## config.mk

```make
export PLATFORM = sky130hd
export DESIGN_NAME = trapezoid_tx
export DESIGN_NICKNAME = d
export VERILOG_FILES = /design/src/rtl/trapezoid_pkg.sv /design/src/rtl/trapezoid_tx_fifo.sv /design/src/rtl/trapezoid_tx.sv
export SDC_FILE = /design/constraint.sdc
export NUM_CORES = 1
export LEC_CHECK = 0
export ABC_AREA = 1
export CELL_PAD_IN_SITES_DETAIL_PLACEMENT = 1
export CELL_PAD_IN_SITES_GLOBAL_PLACEMENT = 2
export CORE_MARGIN = 2
export CORE_UTILIZATION = 40
export CTS_CLUSTER_SIZE = 16
export DETAILED_ROUTE_END_ITERATION = 8
export GPL_ROUTABILITY_DRIVEN = 1
export GPL_TIMING_DRIVEN = 0
export PLACE_DENSITY_LB_ADDON = 0.1
export SYNTH_ARGS = -nofsm -noshare
export SYNTH_HDL_FRONTEND = slang
export SYNTH_SLANG_ARGS = --single-unit
```

## constraint.sdc

```tcl
create_clock -name clk -period 5.21 [get_ports clk]
set_input_delay 1.3025 -clock clk [delete_from_list [all_inputs] [get_ports clk]]
set_output_delay 1.3025 -clock clk [all_outputs]
set_load 0.02 [all_outputs]
```

## src/rtl/trapezoid_pkg.sv

```systemverilog
// Shared types for the trapezoid command driver.
// Descriptor layout matches the host bus packing: x0/y0 occupy the top byte,
// so element [k] of each packed array is vertex Pk.
package trapezoid_pkg;

    localparam int unsigned TRAP_VERTS = 4;
    localparam int unsigned COORD_W    = 8;

    typedef struct packed {
        logic [0:TRAP_VERTS-1][COORD_W-1:0] x;
        logic [0:TRAP_VERTS-1][COORD_W-1:0] y;
    } trap_desc_t;

    typedef enum logic [2:0] {
        IDLE,
        ARM,
        SEND,
        WAIT_HI,
        WAIT_LO
    } tx_state_t;

endpackage

```

## src/rtl/trapezoid_tx_fifo.sv

```systemverilog
// Descriptor FIFO with show-ahead read data and an occupancy count.
// Ports: clk/reset (async, active-high), push/wdata, pop/rdata, count, full, empty.
// Pushes while full and pops while empty are ignored.
module trapezoid_tx_fifo
    import trapezoid_pkg::*;
#(
    parameter int unsigned DEPTH = 4
) (
    input  logic                     clk,
    input  logic                     reset,
    input  logic                     push,
    input  trap_desc_t               wdata,
    input  logic                     pop,
    output trap_desc_t               rdata,
    output logic [$clog2(DEPTH):0]   count,
    output logic                     full,
    output logic                     empty
);

    localparam int unsigned AW = $clog2(DEPTH);
    localparam int unsigned CW = AW + 1;

    trap_desc_t    mem_q [DEPTH];
    logic [AW-1:0] wr_ptr_q, wr_ptr_d;
    logic [AW-1:0] rd_ptr_q, rd_ptr_d;
    logic [CW-1:0] count_q, count_d;
    logic          push_ok, pop_ok;

    assign full    = (count_q == CW'(DEPTH));
    assign empty   = (count_q == '0);
    assign push_ok = push && !full;
    assign pop_ok  = pop && !empty;

    // Pointer and occupancy update; pointers wrap naturally since DEPTH is 2^n.
    always_comb begin
        wr_ptr_d = wr_ptr_q;
        rd_ptr_d = rd_ptr_q;
        count_d  = count_q;
        if (push_ok) wr_ptr_d = wr_ptr_q + AW'(1);
        if (pop_ok)  rd_ptr_d = rd_ptr_q + AW'(1);
        case ({push_ok, pop_ok})
            2'b10:   count_d = count_q + CW'(1);
            2'b01:   count_d = count_q - CW'(1);
            default: count_d = count_q;
        endcase
    end

    always_ff @(posedge clk or posedge reset) begin
        if (reset) begin
            wr_ptr_q <= '0;
            rd_ptr_q <= '0;
            count_q  <= '0;
        end else begin
            wr_ptr_q <= wr_ptr_d;
            rd_ptr_q <= rd_ptr_d;
            count_q  <= count_d;
        end
    end

    // Storage needs no reset; validity is tracked by the pointers.
    always_ff @(posedge clk) begin
        if (push_ok) mem_q[wr_ptr_q] <= wdata;
    end

    assign rdata = mem_q[rd_ptr_q];
    assign count = count_q;

endmodule

```

## src/rtl/trapezoid_tx.sv

```systemverilog
// Command-side driver for the trapezoid renderer: queues host descriptors and
// launches them one at a time as a four-beat nt/xi/yi burst, then tracks busy.
// Ports: clk, reset (async, active-high); host side in_valid/in_ready/in_x/in_y;
// renderer side busy/nt/xi/yi; status done, err, pending.
// Optional watchdog on the busy handshake: define TRAP_TX_TIMEOUT_EN.
module trapezoid_tx
    import trapezoid_pkg::*;
#(
    parameter int unsigned DEPTH     = 4,
    parameter int unsigned TO_CYCLES = 64
) (
    input  logic        clk,
    input  logic        reset,
    input  logic        in_valid,
    output logic        in_ready,
    input  logic [31:0] in_x,
    input  logic [31:0] in_y,
    input  logic        busy,
    output logic        nt,
    output logic [7:0]  xi,
    output logic [7:0]  yi,
    output logic        done,
    output logic        err,
    output logic [2:0]  pending
);

    localparam int unsigned CW = $clog2(DEPTH) + 1;
    localparam int unsigned BW = $clog2(TRAP_VERTS);

    if (DEPTH < 2 || (DEPTH & (DEPTH - 1)) != 0 || TO_CYCLES < 1) begin : g_bad_param
        $error("trapezoid_tx: DEPTH must be a power of two >= 2 and TO_CYCLES >= 1");
    end

    trap_desc_t    in_desc, fifo_head;
    logic          push, pop, fifo_full, fifo_empty;
    logic [CW-1:0] fifo_count;
    logic [31:0]   count_w;

    tx_state_t     state_q, state_d;
    trap_desc_t    desc_q, desc_d;
    logic [BW-1:0] beat_q, beat_d, beat_nxt;
    logic          nt_q, nt_d;
    logic [7:0]    xi_q, xi_d, yi_q, yi_d;
    logic          done_q, done_d;

`ifdef TRAP_TX_TIMEOUT_EN
    localparam int unsigned TW = $clog2(TO_CYCLES + 1);
    logic [TW-1:0] to_cnt_q, to_cnt_d;
    logic          err_q, err_d;
`endif

    assign in_desc.x = in_x;
    assign in_desc.y = in_y;
    assign in_ready  = !fifo_full;
    assign push      = in_valid && in_ready;

    trapezoid_tx_fifo #(.DEPTH(DEPTH)) u_fifo (
        .clk   (clk),
        .reset (reset),
        .push  (push),
        .wdata (in_desc),
        .pop   (pop),
        .rdata (fifo_head),
        .count (fifo_count),
        .full  (fifo_full),
        .empty (fifo_empty)
    );

    // Occupancy reported on a 3-bit port, saturating for deep FIFOs.
    assign count_w = 32'(fifo_count);
    assign pending = (count_w > 32'd7) ? 3'd7 : 3'(count_w);

    assign beat_nxt = beat_q + BW'(1);

    // Launch sequencer; nt/xi/yi are produced one cycle ahead so they line up
    // with the state that owns them.
    always_comb begin
        state_d = state_q;
        desc_d  = desc_q;
        beat_d  = beat_q;
        nt_d    = 1'b0;
        xi_d    = xi_q;
        yi_d    = yi_q;
        done_d  = 1'b0;
        pop     = 1'b0;
`ifdef TRAP_TX_TIMEOUT_EN
        to_cnt_d = '0;
        err_d    = 1'b0;
`endif
        case (state_q)
            IDLE: begin
                if (!fifo_empty && !busy) begin
                    pop     = 1'b1;
                    desc_d  = fifo_head;
                    state_d = ARM;
                end
            end
            ARM: begin
                if (!busy) begin
                    state_d = SEND;
                    beat_d  = '0;
                    nt_d    = 1'b1;
                    xi_d    = desc_q.x[0];
                    yi_d    = desc_q.y[0];
                end
            end
            SEND: begin
                if (beat_q == BW'(TRAP_VERTS - 1)) begin
                    state_d = WAIT_HI;
                end else begin
                    beat_d = beat_nxt;
                    xi_d   = desc_q.x[beat_nxt];
                    yi_d   = desc_q.y[beat_nxt];
                end
            end
            WAIT_HI: begin
                if (busy) state_d = WAIT_LO;
            end
            WAIT_LO: begin
                if (!busy) begin
                    state_d = IDLE;
                    done_d  = 1'b1;
                end
            end
            default: state_d = IDLE;
        endcase
`ifdef TRAP_TX_TIMEOUT_EN
        // Counter restarts on every state change; expiry abandons the trapezoid.
        if ((state_q == WAIT_HI || state_q == WAIT_LO) && state_d == state_q) begin
            if (to_cnt_q == TW'(TO_CYCLES - 1)) begin
                err_d   = 1'b1;
                state_d = IDLE;
            end else begin
                to_cnt_d = to_cnt_q + TW'(1);
            end
        end
`endif
    end

    always_ff @(posedge clk or posedge reset) begin
        if (reset) begin
            state_q <= IDLE;
            desc_q  <= '0;
            beat_q  <= '0;
            nt_q    <= 1'b0;
            xi_q    <= '0;
            yi_q    <= '0;
            done_q  <= 1'b0;
`ifdef TRAP_TX_TIMEOUT_EN
            to_cnt_q <= '0;
            err_q    <= 1'b0;
`endif
        end else begin
            state_q <= state_d;
            desc_q  <= desc_d;
            beat_q  <= beat_d;
            nt_q    <= nt_d;
            xi_q    <= xi_d;
            yi_q    <= yi_d;
            done_q  <= done_d;
`ifdef TRAP_TX_TIMEOUT_EN
            to_cnt_q <= to_cnt_d;
            err_q    <= err_d;
`endif
        end
    end

    assign nt   = nt_q;
    assign xi   = xi_q;
    assign yi   = yi_q;
    assign done = done_q;
`ifdef TRAP_TX_TIMEOUT_EN
    assign err  = err_q;
`else
    assign err  = 1'b0;
`endif

endmodule

```

# ---- Word level (Yosys, flattened, before mapping)
# Memory sizes are Yosys's and may differ from the RTL's. A register that Yosys moved wholly into a read port is not among the register bits.
# Cells that the tools add are included.
dict set report word_totals {
  output_inout_bits 23
  register_bits 30
  mem_bits_rw 256
  inputBits 68
  memories 1
  wordCells 76
}
dict set report classes {
  n_lt_le_gt_ge 2
  n_reduce_logical 14
  muxes 30
  bitwise 1
  n_eq_ne 14
  addsub 5
}
# name words width rd rd_ports_with_merged_regs write_ports line
set memory_table {}
lappend memory_table {u_fifo.mem_q 4 64 1 1 1 trapezoid_tx_fifo.sv:23} ;# trap_desc_t mem_q [DEPTH];
# operator n
set op_table {}
lappend op_table {{$mux 8} 8}
lappend op_table {{$bmux 8 s2} 2}
lappend op_table {{$pmux 8 s2} 2}
lappend op_table {{$mux 3} 6}
lappend op_table {{$pmux 3 s5} 1}
lappend op_table {{$ne 2x2->1 const B} 6}
lappend op_table {{$mux 1} 7}
lappend op_table {{$add 2x1->2 const B} 3}
lappend op_table {{$eq 3x2->1 const B} 2}
lappend op_table {{$eq 3x3->1 const B} 2}
lappend op_table {{$logic_not 3->1} 2}
lappend op_table {{$pmux 3 s2} 1}
lappend op_table {{$reduce_and 5->1} 1}
lappend op_table {{$eq 2x2->1 const B} 2}
lappend op_table {{$logic_and 1x1->1} 4}
lappend op_table {{$mux 2} 2}
lappend op_table {{$pmux 2 s2} 1}
lappend op_table {{$reduce_bool 2->1} 2}
lappend op_table {{$add 3x1->3 const B} 1}
lappend op_table {{$eq 3x1->1 const B} 1}
lappend op_table {{$ge 3x3->1 const B} 1}
lappend op_table {{$gt 3x3->1 const B} 1}
lappend op_table {{$logic_not 1->1} 3}
lappend op_table {{$not 2->3} 1}
lappend op_table {{other kinds (4)} 4}

# ---- Depth between registers and ports, before layout
# Gate-level depths: netlist of run 1.
dict set report depth {
  word_depth 8
  mapped_depth 12
  mapped_depth_nobuf 10
}

# ---- Modules after synthesis
# From an unflattened synthesis of run 1, not the netlist that was laid out.
dict set report unflattened {
  cells_unflattened 1348
  hier_area_um2 14830.5
}
# mod cells_each area_each_um2 n_inst seq_area_each_um2
set by_module_without_submodules {}
lappend by_module_without_submodules {trapezoid_tx_fifo 809 10665.2 1 7862.5}
lappend by_module_without_submodules {trapezoid_tx 539 4165.2 1 2177.1}

# ---- Worst setup path after synthesis of run 1
# OpenSTA, ideal clock, no wires.
dict set report synth_timing {
  kind {input -> register}
  from {input in_valid}
  to {memory u_fifo.mem_q[0][0] in the netlist's numbering (enable)}
  path_slack_ns 0.555
  t_arrival_ns 4.168
  setup_time_ns 0.487
  cell_stages 2
  required_time_ns 4.723
  n_path_buf 0
  path_cell_list {nand2_1 > nor2_1}
}
dict set report synth_via {
  elab_chain_cells 4
}
# element line
set synth_lines {}
lappend synth_lines {{start, declared} trapezoid_tx.sv:14} ;# input logic in_valid,
lappend synth_lines {{$logic_and 1x1->1} trapezoid_tx.sv:55} ;# assign push = in_valid && in_ready;
lappend synth_lines {{$logic_and 1x1->1} trapezoid_tx_fifo.sv:31} ;# assign push_ok = push && !full;
lappend synth_lines {{$mux 1} trapezoid_tx_fifo.sv:62} ;# if (push_ok) mem_q[wr_ptr_q] <= wdata;
lappend synth_lines {{$mux 1 (implied by the code)} trapezoid_tx_fifo.sv:62}
lappend synth_lines {{end, declared} trapezoid_tx_fifo.sv:23}
# Every way passes these cells.

# ---- Worst setup path in the final report of run 1
dict set report layout_timing {
  from {input busy}
  to {register u_fifo.count_q[2], in the netlist u_fifo.count[2]}
}
dict set report layout_via {
  elab_chain_cells 7
  word_cells_on_any_way 9
  cone_classes {2 x eq/ne; 3 x mux; 4 x reduce/logical}
}
# element line
set layout_lines {}
lappend layout_lines {{start, declared} trapezoid_tx.sv:18} ;# input logic busy,
lappend layout_lines {{$logic_not 1->1 *} n/a}
lappend layout_lines {{$logic_and 1x1->1 *} trapezoid_tx.sv:92} ;# if (!fifo_empty && !busy) begin
lappend layout_lines {{$mux 1 *} trapezoid_tx.sv:92}
lappend layout_lines {{$mux 1 *} trapezoid_tx.sv:90} ;# case (state_q)
lappend layout_lines {{$logic_and 1x1->1 *} trapezoid_tx_fifo.sv:32} ;# assign pop_ok = pop && !empty;
lappend layout_lines {{net u_fifo.pop_ok} trapezoid_tx_fifo.sv:27} ;# logic push_ok, pop_ok;
lappend layout_lines {{$eq 2x1->1 or $eq 2x2->1 (tied branches)} trapezoid_tx_fifo.sv:41} ;# case ({push_ok, pop_ok})
lappend layout_lines {{$pmux 3 s2 or $reduce_bool 2->1 (tied branches)} n/a}
lappend layout_lines {{end signal, assigned} trapezoid_tx_fifo.sv:56} ;# count_q <= count_d;
lappend layout_lines {{end, declared} trapezoid_tx_fifo.sv:26} ;# logic [CW-1:0] count_q, count_d;
# The timed path passes the listed nets; every way through them passes the cells marked *.
# A chain may end at the register's enable or synchronous reset.

==> results by group, run 1 <==
Placed design
  • Gpl congestion: 0.823
  • Dpl hpwl: 27100 µm
  • DP Worst Slack: 1.35 ns
  • Port bufs: 89
  • Placed Instance Area: 15800 µm²

Final layout
  • Fillers: ~3600
  • # diodes: 0
  • Final layout net count: ~1400
  • Final instance area: about 17000 µm²
  • Commonest non-fill, non-tap cell in the layout: edfxtp_1
  • Layout area overhead: 21.2%
  • Final core occ: 49.3%
  • Area of the multi-input gates: 3430 µm²
  • Layout cells sized above 1: 9.04%
  • FF/Latch Area: 10000 µm²
  • Most frequent cells in the layout: 256 x edfxtp_1, 213 x o21ai_0, 193 x nor2_1

Clock network
  • CTS clk-pin slew, worst paths: 0.06 ns
  • CTS tree: built
  • CTS hold repair buffers: 0
  • Num Clock Sinks: 350
  • CTS max path bufs: 3
  • Num CTS Buffers: 40
  • Setup bufs post-CTS: 0
  • Clk_lat worst skew: between 0.5 and 0.6 ns
  • Post-CTS sizing: 0
  • H-tree depth: 2
  • Clock Tree Root: clkbuf_16

Timing
  • Crit share post-route: 63.4%
  • Final setup fails: 0
  • Clock skew: 0.0287 ns
  • Final hold vios: 0
  • RSZ-0062 raised after global routing: false
  • Worst slew pin tran: 0.781 ns
  • Final Slew Violations: 0
  • Final critical path time including I/O delays and setup: 3.30 ns
  • Fin Hold WS: between 0.4 and 0.5 ns
  • Slew HR: 47.9%
  • Post-layout worst setup margin: 1.91 ns
  • FMAX: 303 MHz

GRT
  • Global routing's busiest layer: met2
  • First-pass GRT wire length: 60300 µm
  • Initial antenna violation count: 0
  • Grt total ovfl: 0
  • Vias in the first global route: 10100
  • GRT Total Usage: 22.2%
  • Met3 Track Usage GR: 2.74%
  • Pin count of the biggest net entering global routing: 51
  • GR met1 Demand/Resource: 31.4%
  • Grt met2 use: 36.3%

Route
  • Routed length per instance: 21.3 µm
  • DRT iter0 DRCs: 534
  • Drt pass-1 iters: 5
  • Vias per cell: 5.20
  • Routed via count: 9608
  • Final wirelength: 39300 µm
  • Routed Antenna Nets: 0
  • DRC Markers: 0

Synthesis
  • Avg Inst Size Synth: 11.5 µm²
  • Syn Std Cell Area: 14100 µm²
  • Synth area leaders: edfxtp_1 55%, dfrtp_1 17%, o21ai_0 7.6%
  • Yosys warns: 0
  • Synthesized Nets: 1297
  • Post-synth cell types: 31
  • Seq/Total Area, Yosys: 71.2%
  • Synth area leader: edfxtp_1
  • Mapped Cells: roughly 1200
  • Share of the synthesized area in the top cell type: between 50% and 60%
  • Yosys reg bits: 350

Worst setup path
  • CP Class: in -> reg
  • Setup crit end: u_fifo.count[2]
  • Critical Path Source: busy
  • Worst r2r src: u_fifo.count[0]
  • R2R depth: 12
  • CP arrival: 3.71 ns
  • Crit path capture type: flop
  • Crit start category: input pin
  • Worst Path Max Fanout: 10
  • Worst reg2reg setup slack: 2.73 ns
  • Worst R2R End: u_fifo.count[2]
  • Required time of the critical path: 5.62 ns

Floorplan
  • Std-Cell Core Area: 34600 µm²
  • Initial Util: between 40% and 50%
  • Placement row count: 68
  • Die Span X: roughly 190 µm
  • Die Span Y: 192 µm
  • Die area: 36800 µm²
  • # IOs: just over 90

Flow run
  • Max Cap Viol: 0

Pwr
  • Pwr dens: 633 nW/µm²
  • Leak: between 6 and 7 nW
  • Max VDD drop: approximately 0.32 mV

Run status
  • Status: finished clean

Hold path
  • Hold Path Class: reg -> reg
-- stage by stage --
step           std cells  power, mW  TNS [ns]
3_3_place_gp        1766       8.06   -672.75
4_1_cts             1849       10.9         0
5_1_grt             1849       11.5         0
3_5_place_dp        1776       8.18         0
6_report            1849       10.8         0
2_1_floorplan       1222       6.51         0
-- synth_stat cells, drive strengths merged --
| master | instances |
|---|---|
| edfxtp | 256 |
| o21ai | 243 |
| nor2 | 199 |
| nand2 | 187 |
| dfrtp | 94 |
| inv | 54 |
| buf | 46 |
| clkbuf | 35 |
| o22ai | 31 |
| nand3 | 30 |
| a21oi | 16 |
| o211ai | 15 |
| ha | 6 |
| xor2 | 3 |
| nand4 | 2 |
| conb | 1 |
| fa | 1 |
| nand3b | 1 |
| nor4 | 1 |
| xnor2 | 1 |
-- where the power goes --
| part | switching (mW) | total [mW] | internal, mW | leakage, nW |
|---|---|---|---|---|
| clock | 1.11 | 2.73 | 1.62 | 0.628 |
| combinational | 2.71 | 3.99 | 1.27 | 2.24 |
| sequential | 0.320 | 4.11 | 3.79 | 3.51 |
-- registers in the layout, indices dropped and copies added (netlist names), 2 cells and up --
signal	count
u_fifo.count	3
u_fifo.rd_ptr_q	2
state_q	3
u_fifo.mem_q	256
xi	8
desc_q	64
beat_q	2
u_fifo.wr_ptr_q	2
yi	8
-- logic make-up (layout without fill, tap and decap cells) --
| logic type | Yosys count | count (layout) | share of synthesized area (%) |
|---|---|---|---|
| AND/OR/NAND/NOR | 420 | 420 | 11.7 |
| AO/OA/AOI/OAI | 305 | 305 | 11.4 |
| XOR/XNOR | 4 | 4 | 0.302 |
| other | 1 | 1 | 0.0266 |
| buffers and inverters | 135 | 307 | 4.69 |
| adder cells (fa/ha/maj) | 7 | 7 | 0.674 |
| flip-flops | 350 | 350 | 71.2 |
-- metal layers --
layer	vias to the layer above	wire, µm
met3	57	1400
met1	4857	18500
li1	4530	-
met4	0	790
met5	-	0
met2	164	18600
-- worst max-delay path: stages --
cell             delay [ns]
clkdlybuf4s50_1        0.48
inv_1                  0.12
nand2_1                0.22
nor2_2                 0.19
buf_6                  0.21
buf_4                  0.19
ha_1                   0.15
inv_1                  0.07
fa_1                   0.37
a21oi_1                0.14
o21ai_0                0.11
xor2_1                 0.15
-- worst min-delay path by stage --
stage	slack, ns	cells past startpoint	from	endpoint
5_1_grt	0.52	2	yi[6]	yi[6]
4_1_cts	0.49	2	yi[5]	yi[5]
6_report	0.48	2	yi[6]	yi[6]
3_3_place_gp	0.46	2	xi[7]	xi[7]
2_1_floorplan	0.45	2	beat_q[1]	beat_q[1]
3_5_place_dp	0.47	2	yi[5]	yi[5]
-- layout make-up --
cell class,count,area share (%)
inverters,54,1.20
plain buffers,81,2.69
multi-input cells,737,20.1
repair buffers,99,6.52
well taps,455,3.33
clock buffers,55,6.61
flip-flops and latches,350,58.8
clock inverters,18,0.835
(Power assumes the default switching activity.)
==> run 2: changes to the inputs <==
CORE_UTILIZATION = 36   (was 40)
clock period = 2.75 ns   (was 5.21 ns; I/O delays follow)
==> results by group, run 2 (synthesized netlist as in run 1, its figures left out) <==
Run status
  • Status: finished clean

Floorplan
  • Initial Util: 36.5% (-4.2 points)
  • Placement row count: 72 (+5.9%)
  • Die Span Y: 202 µm (+5.3%)
  • Die area: 40800 µm² (+11%)
  • Die Span X: 202 µm (+5.3%)
  • Std-Cell Core Area: 38600 µm² (+12%)
  • # IOs: 91 (unchanged)

Clock network
  • CTS clk-pin slew, worst paths: 0.05 ns (about the same)
  • CTS hold repair buffers: 0 (unchanged)
  • Clock Tree Root: clkbuf_16
  • CTS max path bufs: 3 (unchanged)
  • Setup bufs post-CTS: 0 (unchanged)
  • Clk_lat worst skew: 0.56 ns (about the same)
  • H-tree depth: 2 (unchanged)
  • Num Clock Sinks: 350 (unchanged)
  • CTS tree: built
  • Num CTS Buffers: 41 (+2.5%)

GRT
  • Pin count of the biggest net entering global routing: 40 (-22%)
  • Grt total ovfl: 0 (unchanged)
  • First-pass GRT wire length: 60300 µm (about the same)
  • GRT Total Usage: 19.7% (-2.5 points)
  • Initial antenna violation count: 0 (unchanged)
  • Vias in the first global route: 9921 (-2.0%)

Placed design
  • DP Worst Slack: -0.521 ns (-1.87 ns)
  • Dpl hpwl: 27000 µm (-0.21%)
  • Gpl congestion: 0.800 (-2.7%)
  • Port bufs: 89 (unchanged)

Timing
  • Final hold vios: 0 (unchanged)
  • Clock skew: 0.0249 ns (-0.00378 ns)
  • Final critical path time including I/O delays and setup: around 2.6 ns
  • Final setup fails: 0 (unchanged)
  • Worst slew pin tran: 0.708 ns (-0.0733 ns)
  • RSZ-0062 raised after global routing: false
  • FMAX: 388 MHz
  • Final Slew Violations: 0 (unchanged)
  • Slew HR: 52.8% (+4.9 points)
  • Post-layout worst setup margin: 0.170 ns (-1.74 ns)
  • Crit share post-route: around 94%

Pwr
  • Psw: 7.83 mW (+89%)
  • Sequential Power Share: 37.9% (about the same)
  • Final Power: 20.5 mW (+89%)
  • Sw Share: 38.2% (-0.078 points)
  • Pwr dens: 1190 nW/µm² (+88%)
  • Max VDD drop: 0.475 mV (+49%)
  • Clock power share: 25.3% (about the same)
  • Combinational share of power: 36.8% (about the same)
  • Leak: 6.37 nW (-0.10%)
  • Cell internal pwr: 12.7 mW (+89%)

Route
  • Vias per cell: 4.96 (-4.6%)
  • Routed via count: 9501 (-1.1%)
  • Final wirelength: 39200 µm (-0.15%)
  • Drt pass-1 iters: 5 (unchanged)
  • DRT iter0 DRCs: 650 (+22%)
  • Routed length per instance: 20.5 µm (-3.6%)
  • DRC Markers: 0 (unchanged)
  • Routed Antenna Nets: 0 (unchanged)

Worst setup path
  • Crit start category: input pin
  • Required time of the critical path: 3.18 ns (-2.44 ns)
  • CP arrival: 3.01 ns (-0.70 ns)
  • Crit path capture type: flop
  • CP Class: in -> reg
  • Worst reg2reg setup slack: 0.34 ns (-2.39 ns)
  • Worst Path Max Fanout: 10 (unchanged)

Final layout
  • Fillers: 4121 (+13%)
  • Layout cells sized above 1: 8.94% (-0.097 points)
  • Number of flip-flops under the largest register name: 256 (unchanged)
  • # diodes: 0 (unchanged)
  • Most frequent cells in the layout: 256 x edfxtp_1, 213 x o21ai_0, 193 x nor2_1
  • Commonest non-fill, non-tap cell in the layout: edfxtp_1
  • Final core occ: 44.5% (-4.9 points)
  • Largest Register: u_fifo.mem_q
  • Final layout net count: 1440 (+0.14%)
  • Largest registers: u_fifo.mem_q x256, desc_q x64
  • Layout area overhead: 21.9%

Flow run
  • Max Cap Viol: 0 (unchanged)

Hold path
  • Hold Path Class: reg -> reg
## run 2: cell types whose count changed in the layout (fill, tap and decap cells not counted), sizes merged
cell and delta:
buf +1, clkbuf +5, clkinv -4, clkinvlp +1, inv +1
## run 2: worst max-delay path, cell delays in order
cell             delay, ns
clkdlybuf4s50_1       0.48
inv_1                 0.14
nand2_2               0.15
nor2_2                0.14
buf_6                 0.20
buf_4                 0.20
ha_1                  0.15
inv_1                 0.07
fa_1                  0.38
a21oi_1               0.15
o21ai_0               0.11
xor2_1                0.15
## run 2: stage by stage
stage,instance area (µm²),instances,setup TNS [ns],hold WS [ns]
global placement,15700,1829,-644.72,0.461
detailed placement,15900,1840,-4.12,0.465
floorplan,14100,1222,-72.97,0.453
finish,17200,1916,0,0.472
global route,17200,1916,0,0.512
CTS,17200,1916,0,0.474
## run 2: repair_timing
item,4_1_cts,5_1_grt
setup endpoints to repair,0,1
gates resized for setup,0,1
endpoints found under the hold margin,0,0
## run 2: power groups by stage
stage | clock [mW] | sequential [mW] | combinational [mW]
3_3_place_gp | 0 | 7.94 | 7.39
5_1_grt | 5.52 | 7.88 | 8.51
4_1_cts | 5.32 | 7.77 | 7.73
3_5_place_dp | 0 | 7.86 | 7.68
6_report | 5.19 | 7.75 | 7.54
2_1_floorplan | 0 | 7.81 | 4.51
## run 2: per-layer routing
metal  part of all wire, %  vias to the layer above  global-route usage (%)  routed length [µm]
li1                      -                     4532                       -                   -
met1                    46                     4742                    27.3               18100
met2                    47                      178                    32.0               18600
met3                   4.1                       49                    3.00                1600
met4                   2.3                        0                    6.14                 911
met5                     0                        -                       0                   0
## run 2: path summary, 6_finish.rpt
kind / startpoint / to / depth (start not counted)
worst max-delay path: busy / u_fifo.count[2] / 12
worst max register to register: state_q[0] / u_fifo.count[2] / 12
max in group asynchronous: reset / desc_q[3] / 3
worst min register to register: yi[4] / yi[4] / 2
min in group asynchronous: reset / desc_q[29] / 2
worst min-delay path: yi[4] / yi[4] / 2
## run 2: layout make-up
cell class,instances,area [µm²],area share (%)
clock buffer,60,1130,6.57
tap,518,648,3.77
timing repair buffer,100,1120,6.51
clock inverter,16,153,0.888
buffer,81,459,2.67
inverter,54,206,1.20
sequential,350,10000,58.4
multi-input combinational,737,3430,20.0
==> run 3: changes to the inputs <==
PLACE_DENSITY_LB_ADDON = 0.12   (was 0.1)
==> results by group, run 3 (synthesized netlist as in run 1, its figures left out) <==
Timing
  • Final hold vios: 0 (unchanged)
  • Worst slew pin tran: 0.859 ns (+0.151 ns)
  • FMAX: 409 MHz (+5.6%)
  • Final setup fails: 0 (unchanged)
  • Final Slew Violations: 0 (unchanged)
  • Post-layout worst setup margin: 0.306 ns (+0.136 ns)
  • RSZ-0062 raised after global routing: false
  • Slew HR: 42.6% (-10 points)
  • Fin Setup TNS: 0 ns (unchanged)
  • Clock skew: 0.00945 ns (-0.0155 ns)
  • Crit share post-route: 88.9% (-4.9 points)
  • Final critical path time including I/O delays and setup: 2.44 ns (-0.136 ns)

Floorplan
  • Die area: 40800 µm² (unchanged)
  • Initial Util: 36.5% (unchanged)
  • Std-Cell Core Area: 38600 µm² (unchanged)
  • Die Span Y: 202 µm (unchanged)
  • Die Span X: 202 µm (unchanged)
  • # IOs: 91 (unchanged)
  • Placement row count: 72 (unchanged)

Placed design
  • DP Worst Slack: -0.529 ns (-0.00745 ns)
  • Placed Instance Area: 15900 µm² (-0.17%)
  • Dpl hpwl: 27100 µm (+0.45%)
  • Gpl congestion: 0.797 (-0.45%)
  • Port bufs: 89 (unchanged)

Clock network
  • CTS max path bufs: 3 (unchanged)
  • CTS hold repair buffers: 0 (unchanged)
  • H-tree depth: 2 (unchanged)
  • Clk_lat worst skew: 0.55 ns (about the same)
  • Clock Tree Root: clkbuf_16
  • Num Clock Sinks: 350 (unchanged)
  • CTS clk-pin slew, worst paths: 0.06 ns (about the same)
  • Num CTS Buffers: 40 (-2.4%)
  • CTS tree: built
  • Setup bufs post-CTS: 0 (unchanged)
  • Post-CTS sizing: 0 (unchanged)

Hold path
  • Hold path depth: 2 (unchanged)
  • Hold Path Class: in -> reg

Flow run
  • Max Cap Viol: 0 (unchanged)

Worst setup path
  • CP arrival: 2.68 ns (-0.33 ns)
  • Worst Path Max Fanout: 24 (+14)
  • Crit path capture type: flop
  • R2R depth: 6 (-6)
  • CP Class: reg -> reg
  • Crit start category: flop
  • Required time of the critical path: 2.99 ns (-0.19 ns)

Run status
  • Status: finished clean

GRT
  • Initial antenna violation count: 0 (unchanged)
  • Grt total ovfl: 0 (unchanged)
  • First-pass GRT wire length: 60400 µm (about the same)
  • Vias in the first global route: 9888 (-0.33%)
  • GRT Total Usage: 19.9% (+0.16 points)
  • Pin count of the biggest net entering global routing: 38 (-5.0%)

Route
  • Routed Antenna Nets: 0 (unchanged)
  • Vias per cell: 4.93 (-0.54%)
  • Final wirelength: 39500 µm (+0.68%)
  • DRC Markers: 0 (unchanged)
  • Routed length per instance: 20.7 µm (+0.94%)
  • Drt pass-1 iters: 6 (+1)
  • Routed via count: 9425 (-0.80%)
  • DRT iter0 DRCs: 508 (-22%)

Final layout
  • Fillers: 4055 (-1.6%)
  • Most frequent cells in the layout: 256 x edfxtp_1, 213 x o21ai_0, 193 x nor2_1
  • Area of the multi-input gates: 3430 µm² (unchanged)
  • # diodes: 0 (unchanged)
  • Final instance area: 17200 µm² (about the same)
  • Largest Register: u_fifo.mem_q
  • Layout cells sized above 1: 9.12% (+0.18 points)
  • Number of flip-flops under the largest register name: 256 (unchanged)
  • Commonest non-fill, non-tap cell in the layout: edfxtp_1
  • Final core occ: 44.5% (about the same)
  • Largest registers: u_fifo.mem_q x256, desc_q x64
  • Layout area overhead: 21.9% (about the same)
  • FF/Latch Area: 10000 µm² (unchanged)
  • Final layout net count: 1438 (-0.14%)

Pwr
  • Max VDD drop: 0.533 mV (+12%)
  • Final Power: 20.6 mW (+0.72%)
  • Leak: 6.39 nW (+0.29%)
  • Pwr dens: 1200 nW/µm² (+0.68%)
==> run 3: changes by cell type in the layout (fill, tap and decap cells not counted), moves of 3 or more <==
cell       before  now
bufinv_16       2    6
clkinv_2        5    8
clkinv_1        6   10
clkbuf_1       51   40
==> run 3: power by group <==
group | leakage, nW | switching, mW | total, mW | internal [mW]
combinational | 2.24 | 5.10 | 7.50 | 2.39
sequential | 3.51 | 0.585 | 7.77 | 7.18
clock | 0.644 | 2.08 | 5.36 | 3.28
==> run 3: stage by stage <==
stage | std cells | hold slack, ns
6_report | 1911 | 0.426
5_1_grt | 1911 | 0.467
4_1_cts | 1911 | 0.483
3_5_place_dp | 1839 | 0.468
3_3_place_gp | 1829 | 0.464
2_1_floorplan | 1222 | 0.453
==> run 3: critical path, cell delays in order, from the launching register on <==
cell and delay (ns):
dfrtp_1 0.39, inv_2 0.08, nand3_1 0.12, nand2_1 0.32, nor2_4 0.68, buf_12 0.28
buf_12 0.22
==> run 3: cell type report <==
cell class / instances / share of cell area, %
tap: 518 / 3.77
inverter: 54 / 1.20
buffer: 81 / 2.67
timing repair buffer: 99 / 6.36
clock buffer: 47 / 6.10
multi-input combinational: 737 / 20.0
sequential: 350 / 58.4
clock inverter: 25 / 1.54
==> run 3: path summary, 6_finish.rpt <==
check | start | end | slack [ns]
max reg2reg | u_fifo.count[0] | u_fifo.mem_q[3][47] | 0.31
max in group asynchronous | reset | desc_q[1] | 1.43
min reg2reg | yi[3] | yi[3] | 0.48
min | busy | done | 0.43
max | u_fifo.count[0] | u_fifo.mem_q[3][47] | 0.31
min in group asynchronous | reset | yi[6] | 0.66
==> run 3: per-layer routing <==
metal | GRT usage (%) | up-vias | share of wire, %
li1 | - | 4521 | -
met1 | 27.4 | 4716 | 46
met2 | 33.1 | 142 | 49
met3 | 2.48 | 46 | 3.1
met4 | 5.44 | 0 | 1.8
met5 | 0 | - | 0
